`config.mk`:
```
export PLATFORM = sky130hd
export DESIGN_NAME = pmbus_arbiter
export DESIGN_NICKNAME = d
export VERILOG_FILES = /design/src/rtl/pmbus_arbiter.sv
export SDC_FILE = /design/constraint.sdc
export NUM_CORES = 1
export LEC_CHECK = 0
export BUFFER_PORTS_ARGS = -buffer_cell sky130_fd_sc_hd__buf_4
export CAP_MARGIN = 20
export CELL_PAD_IN_SITES_DETAIL_PLACEMENT = 0
export CELL_PAD_IN_SITES_GLOBAL_PLACEMENT = 1
export CORE_ASPECT_RATIO = 1.25
export CORE_MARGIN = 2
export CORE_UTILIZATION = 30
export CTS_CLUSTER_SIZE = 28
export DETAILED_ROUTE_END_ITERATION = 12
export MAX_ROUTING_LAYER = met4
export PLACE_DENSITY = 0.74
export SLEW_MARGIN = 20
export SYNTH_ARGS = -nofsm -noshare
export SYNTH_HDL_FRONTEND = slang
export SYNTH_SLANG_ARGS = --single-unit
```
`constraint.sdc`:
```
create_clock -name clk -period 2.42 [get_ports clk]
set_input_delay 0 -clock clk [delete_from_list [all_inputs] [get_ports clk]]
set_output_delay 0 -clock clk [all_outputs]
set_load 0.01 [all_outputs]
```
`src/rtl/pmbus_arbiter.sv`:
```
// rtl/pmbus_arbiter.sv - 4-requester round-robin bus arbiter with registered shared-bus mux
// Optional grant-length timeout with preemption when PMARB_TIMEOUT_EN is defined.
module pmbus_arbiter #(
  parameter int HOLD_MAX = 8
) (
  input  logic       clk,
  input  logic       rst_n,
  input  logic [3:0] req,
  input  logic [3:0] d0,
  input  logic [3:0] d1,
  input  logic [3:0] d2,
  input  logic [3:0] d3,
  output logic [3:0] gnt,
  output logic [1:0] sel,
  output logic       busy,
  output logic [3:0] y,
  output logic       y_valid
);

  localparam logic ST_IDLE  = 1'b0;
  localparam logic ST_GRANT = 1'b1;

  if (HOLD_MAX < 2 || HOLD_MAX > 15) begin : g_hold_range
    $error("HOLD_MAX out of range 2..15");
  end

  logic       state_q, state_d;
  logic [3:0] gnt_q, gnt_d;
  logic [1:0] sel_q, sel_d;
  logic [1:0] ptr_q, ptr_d;
  logic [3:0] y_q, y_d;
  logic       y_valid_q, y_valid_d;
  logic       grant_new;
  logic [3:0] cand;
  logic [3:0] others;
  logic [1:0] win;

  // Scan from farthest to nearest so the first set bit after `last` wins.
  function automatic logic [1:0] rr_pick(input logic [3:0] c, input logic [1:0] last);
    logic [1:0] idx;
    rr_pick = last;
    for (int k = 4; k >= 1; k--) begin
      idx = last + 2'(k);
      if (c[idx]) rr_pick = idx;
    end
  endfunction

`ifdef PMARB_TIMEOUT_EN
  localparam logic [3:0] HOLD_LAST = 4'(HOLD_MAX - 1);
  logic [3:0] hold_cnt_q, hold_cnt_d;
  logic       timeout;
  assign timeout = (hold_cnt_q == HOLD_LAST);
`endif

  assign others = req & ~gnt_q;

  always_comb begin
    state_d   = state_q;
    gnt_d     = gnt_q;
    sel_d     = sel_q;
    ptr_d     = ptr_q;
    grant_new = 1'b0;
    cand      = req;
    win       = 2'd0;
    case (state_q)
      ST_IDLE: begin
        if (|req) grant_new = 1'b1;
      end
      default: begin
        if (!req[sel_q]) begin
          if (|others) begin
            grant_new = 1'b1;
            cand      = others;
          end else begin
            state_d = ST_IDLE;
            gnt_d   = 4'b0000;
          end
        end
`ifdef PMARB_TIMEOUT_EN
        else if (timeout && |others) begin
          grant_new = 1'b1;
          cand      = others;
        end
`endif
      end
    endcase
    if (grant_new) begin
      win     = rr_pick(cand, ptr_q);
      state_d = ST_GRANT;
      gnt_d   = 4'b0001 << win;
      sel_d   = win;
      ptr_d   = win;
    end
  end

`ifdef PMARB_TIMEOUT_EN
  always_comb begin
    hold_cnt_d = hold_cnt_q;
    if (grant_new || state_d == ST_IDLE) hold_cnt_d = 4'd0;
    else if (!timeout) hold_cnt_d = hold_cnt_q + 4'd1;
  end
`endif

  // Data path follows the grant registered one edge earlier.
  always_comb begin
    y_d       = 4'h0;
    y_valid_d = 1'b0;
    if (|gnt_q) begin
      y_valid_d = 1'b1;
      case (sel_q)
        2'd0:    y_d = d0;
        2'd1:    y_d = d1;
        2'd2:    y_d = d2;
        default: y_d = d3;
      endcase
    end
  end

  always_ff @(posedge clk) begin
    if (!rst_n) begin
      state_q    <= ST_IDLE;
      gnt_q      <= 4'b0000;
      sel_q      <= 2'd0;
      ptr_q      <= 2'd3;
      y_q        <= 4'h0;
      y_valid_q  <= 1'b0;
`ifdef PMARB_TIMEOUT_EN
      hold_cnt_q <= 4'd0;
`endif
    end else begin
      state_q    <= state_d;
      gnt_q      <= gnt_d;
      sel_q      <= sel_d;
      ptr_q      <= ptr_d;
      y_q        <= y_d;
      y_valid_q  <= y_valid_d;
`ifdef PMARB_TIMEOUT_EN
      hold_cnt_q <= hold_cnt_d;
`endif
    end
  end

  assign gnt     = gnt_q;
  assign sel     = sel_q;
  assign busy    = |gnt_q;
  assign y       = y_q;
  assign y_valid = y_valid_q;

endmodule

```
==> results of run 1 <==
-- area by class of cell --
cell class / instances / area, sq um / area share (%)
Tap cell: 36 / 45.0 / 3.61
Clock buffer: 4 / 36.3 / 2.91
Timing Repair Buffer: 36 / 273 / 21.9
Inverter: 6 / 22.5 / 1.81
Sequential cell: 14 / 280 / 22.5
Multi-Input combinational cell: 68 / 589 / 47.3
-- worst register-to-register path, stage by stage, from the launching register on --
cell	delay, ps
dfxtp_1	360
mux4_2	570
nor2b_2	210
a31oi_1	110
o32a_1	380
nor2b_4	140
a32o_1	250
-- state kept, by name, summed over array words and instances (netlist names) --
register and flops:
ptr_q 2, state_q 1, gnt 4, y 4, sel 2, y_valid 1
-- cells in the mapped netlist (2+ instances only) --
library cell and n:
a22o_1 2, and3_1 5, nor2_1 5, o31ai_4 2, mux4_1 4, a21oi_1 4, nand2b_1 6, inv_1 6
nand3_1 2, clkbuf_1 3, a32o_1 3, dfxtp_1 14, nand2_1 11
-- repair_timing --
action / CTS / global route
buffers inserted: 0 / 0
hold buffers: 1 / 0
hold endpoints to repair: 3 / 0
-- worst max path at each step --
stage | slack, ps | cells past startpoint | start | to
2_1_floorplan | 270 | 7 | sel[0] | gnt[2]
3_3_place_gp | 320 | 6 | sel[0] | gnt[2]
3_5_place_dp | 330 | 6 | sel[0] | gnt[2]
4_1_cts | 330 | 6 | sel[0] | gnt[2]
5_1_grt | 200 | 6 | sel[0] | gnt[2]
6_report | 310 | 6 | sel[0] | gnt[2]
-- metal layers --
| metal | up-vias | wire (um) | GRT usage, % |
|---|---|---|---|
| met4 | 0 | 36 | 5.77 |
| met5 | - | 0 | - |
| met2 | 32 | 1260 | 27.3 |
| met1 | 437 | 920 | 15.5 |
| met3 | 5 | 197 | 3.18 |
| li1 | 422 | - | - |
-- cell families after synthesis --
group | after synthesis
AND/OR/NAND/NOR | 38
AO/OA/AOI/OAI | 25
flip-flops | 14
buffers and inverters | 10
multiplexers | 5
-- metrics by stage --
| stage | area, sq um | util (%) | instances | power (mW) |
|---|---|---|---|---|
| after floorplan | 915 | - | 92 | 0.559 |
| after global placement | 1200 | 41.1 | 159 | 0.699 |
| after detailed placement | 1200 | 41.1 | 159 | 0.698 |
| after CTS | 1250 | 42.7 | 164 | 0.878 |
| after global routing | 1250 | 42.7 | 164 | 0.930 |
| final | 1250 | 42.7 | 164 | 0.868 |
-- power by group through the flow --
stage / Sequential [mW] / Clock [mW] / Combinational, mW
after detailed placement: 0.322 / 0 / 0.376
after floorplan: 0.324 / 0 / 0.235
after global routing: 0.323 / 0.191 / 0.416
after CTS: 0.317 / 0.181 / 0.380
after global placement: 0.321 / 0 / 0.378
final: 0.317 / 0.174 / 0.377
==> results.toml, run 1 <==
[status]
status = "completed"

[floorplan]
boundaryPins = 34
die_w_um = 53.4
die_h_um = 65.7
core-area_sq_um = 2920
num_rows = 22
dieArea_sq_um = 3510
start_util_pct = 31.3

[clock_network]
cts_tree = "built"
clkTransAtPathRegs_ps = 90
cts-root-buf = "clkbuf_4"
numClockSinks = 14
postCtsResizedCells = 0
numCtsBuffers = 3
h-tree-depth = 1
clk_latency_ps = 290
clockBufferDepth = 2

[critical_path]
reg2reg_to = "gnt[2]"
critPathMaxStageDelay_ps = 570
required_ps = 2610
crit_family = "compound AO/OA/AOI/OAI gates"
path_cells = "mux4_2 -> nor2b_2 -> a31oi_1 -> o32a_1 -> nor2b_4 -> a32o_1"
crit_path_start_kind = "flip-flop"
crit_fanout = 5
worst_ep_arrival_time_ps = 2300
reg2reg_from = "sel[0]"
path_buf_inv = 0
cp_slowest_cell = "mux4_2"
r2r_cells = 6
crit_type = "flip-flop to flip-flop"
r2r_slack_ps = 310
end_kind = "flip-flop"

[synth]
synth_top_area_share_pct = 30.6
synthSimpleGateAreaFrac_pct = 24.2
synth_warnings = 0
ys_types = 38
syn-num-nets = 114
ys_seq_elements = 14
synthAdderAreaFrac_pct = 0
synth.area.mux_share_pct = 14.0
netlist_area_sq_um = 915
syn-instance-count = 92
avgSynthCellArea_sq_um = 9.94
synth_seq_area_share_pct = 30.6
yosysTopAreaCell = "dfxtp_1"
synth-compound-area-share_pct = 26.3
synth_top_family_by_area = "compound AO/OA/AOI/OAI gates"
ys_top_cells_by_area = "dfxtp_1 (31%), mux4_1 (11%), o31ai_4 (4.7%)"
ys_async_sr_fraction_pct = 0
yosys_most_used_dff = "dfxtp_1"
synth-xor-area-share_pct = 0
synth_edf_count = 0

[sta]
fin_hold_ws_ps = 156
hold_violations = 0
finalSetupViolations = 0
tns_ps = 0
worst_slew_pin_slew_ps = 436
fmax_mhz = 475
fin_skew_ps = 4.91
period_share_pct = 87.0
rsz0062_at_grt = "no"
fin_ws_ps = 314
relSlewSlack_pct = 70.9
finalMaxSlewViolations = 0
period_needed_ps = 2110

[layout]
layout_common_cells = "buf_4 (35), dfxtp_1 (14), nand2_1 (11)"
insertedDiodeCount = 0
layout-drive-gt1-share_pct = 39.8
nFillCells = 298
nNetsFinal = 151
final_common_cell = "buf_4"
area_delta_synth_final_pct = 36.3

[worst_hold_path]
hold_start = "d3[3]"
min_to = "y[3]"
hold_depth = 3
hold_path_class = "input pin to flip-flop"

[power]
internal_power_mw = 0.565
power.density_nw_per_um2 = 697
comb_power_share_pct = 43.4
swShare_pct = 35.0
p_clk_share_pct = 20.0
peakVddDrop_mv = 0.383
p_leak_nw = 0.566
power.share.sequential_pct = 36.6
power.switching_mw = 0.304

[place]
finalWeightedCongestion = 0.851
hpwl_mm = 1.87
port-buffer-count = 33
pre_cts_slack_ps = 333

[drt]
vias = 896
drc_errors = 0
routed_wl_mm = 2.41
wl_per_cell_um = 14.7
drtAntennaViolNets = 0
drt_iter0_markers = 17
vias_per_cell = 5.46
drt_first_pass_iters = 5

[global_routing]
grt_pass1_vias = 845
overflow = 0
grt_util_all_layers_pct = 15.1
grt_pass1_wl_mm = 3.80
antenna_found_initial = 0
grt_max_degree = 14

[flow_run]
cap_viol_max_count = 0
Power figures use the tool's default switching activity.
==> inputs of run 2 (changes only) <==
Settings changed: CORE_ASPECT_RATIO 1.25 to 0.6.
==> results.toml, run 2 (synthesis gave the netlist of run 1 again) <==
[drt]
drt_first_pass_iters = 4
drt_iter0_markers = 47
vias = 870
routed_wl_mm = 2.32
drc_errors = 0
wl_per_cell_um = 13.8
drtAntennaViolNets = 0
vias_per_cell = 5.18

[power]
swShare_pct = 32.9
power.switching_mw = 0.301
power.share.sequential_pct = 35.5
internal_power_mw = 0.613
p_leak_nw = 0.564
power.density_nw_per_um2 = 728
comb_power_share_pct = 40.1
peakVddDrop_mv = 0.288
p_clk_share_pct = 24.4

[sta]
finalSetupViolations = 0
fmax_mhz = 469
hold_violations = 0
relSlewSlack_pct = 74.9
tns_ps = 0
finalMaxSlewViolations = 0
rsz0062_at_grt = "no"
fin_ws_ps = 287
period_needed_ps = 2130
fin_skew_ps = 1.54
period_share_pct = 88.1
worst_slew_pin_slew_ps = 376

[worst_hold_path]
hold_path_class = "input pin to flip-flop"

[floorplan]
core-area_sq_um = 2890
num_rows = 15
start_util_pct = 31.6
die_h_um = 46.8
die_w_um = 75.3
dieArea_sq_um = 3520
boundaryPins = 34

[critical_path]
worst_ep_arrival_time_ps = 2270
crit_path_start_kind = "flip-flop"
crit_fanout = 5
required_ps = 2550
crit_type = "flip-flop to flip-flop"
end_kind = "flip-flop"

[clock_network]
clk_latency_ps = 240
clockBufferDepth = 2
numCtsBuffers = 3
h-tree-depth = 1
cts_setup_buffers = 0
cts_tree = "built"
numClockSinks = 14
clkTransAtPathRegs_ps = 60
cts-root-buf = "clkbuf_8"
cts.hold.buffers_added = 0
postCtsResizedCells = 0

[layout]
final_area_sq_um = 1250
insertedDiodeCount = 0
final_cells = 168
nFillCells = 294
layout_common_cells = "buf_4 (34), dfxtp_1 (14), nand2_1 (11)"
layout-drive-gt1-share_pct = 39.7
final_common_cell = "buf_4"
area_delta_synth_final_pct = 37.2
nNetsFinal = 149

[flow_run]
cap_viol_max_count = 0

[global_routing]
grt_max_degree = 14
grt_pass1_wl_mm = 3.53
grt_util_all_layers_pct = 14.5
overflow = 0
antenna_found_initial = 0
grt_pass1_vias = 692

[place]
hpwl_mm = 1.84
dp.cells = 164
finalWeightedCongestion = 0.922
placed_cell_area_sq_um = 1200
port-buffer-count = 33
pre_cts_slack_ps = 334

[status]
status = "completed"
## run 2: cell types whose count changed in the layout (fill, tap and decap cells not counted)
cell,previous run,this run
buf_4,35,34
dlygate4sd3_1,1,0
clkbuf_4,3,0
clkbuf_8,1,4
## run 2: worst max-delay path, cell delays in order, from the launching register on
cell and delay, ps:
dfxtp_1 360, mux4_2 580, nor2b_2 210, a31oi_1 110, o32a_1 370, nor2b_4 140
a32o_1 250
## run 2: path summary, 6_finish.rpt
path,slack (ps),cells after the start,startpoint,to
min reg2reg,590,1,state_q,state_q
max reg2reg,290,6,sel[0],gnt[2]
max,290,6,sel[0],gnt[2]
min,10,2,rst_n,ptr_q[1]
## run 2: per-layer routing
layer  global-route usage (%)  part of all wire (%)
met4                     2.46                     0
met5                        -                     0
met2                     16.3                    41
met1                     23.2                    53
met3                     5.15                   6.2
## run 2: layout make-up
| cell class | instances | area [sq um] | share of cell area [%] |
|---|---|---|---|
| Inverter | 6 | 22.5 | 1.79 |
| Clock buffer | 4 | 55.1 | 4.39 |
| Sequential cell | 14 | 280 | 22.3 |
| Timing Repair Buffer | 34 | 255 | 20.3 |
| Multi-Input combinational cell | 68 | 589 | 47.0 |
| Tap cell | 42 | 52.6 | 4.19 |
## run 2: through the flow
step,hold slack (ps),util (%),power (mW)
after floorplan,152,-,0.559
after global placement,259,41.5,0.697
after detailed placement,266,41.5,0.692
after CTS,7.03,43.4,0.919
after global routing,19.9,43.4,0.970
final,14.8,43.4,0.914
## run 2: power groups by stage
stage | Clock [mW] | Sequential, mW | Combinational [mW]
final | 0.223 | 0.325 | 0.366
after global routing | 0.237 | 0.330 | 0.402
after CTS | 0.229 | 0.324 | 0.366
after detailed placement | 0 | 0.328 | 0.364
after global placement | 0 | 0.328 | 0.369
after floorplan | 0 | 0.324 | 0.235
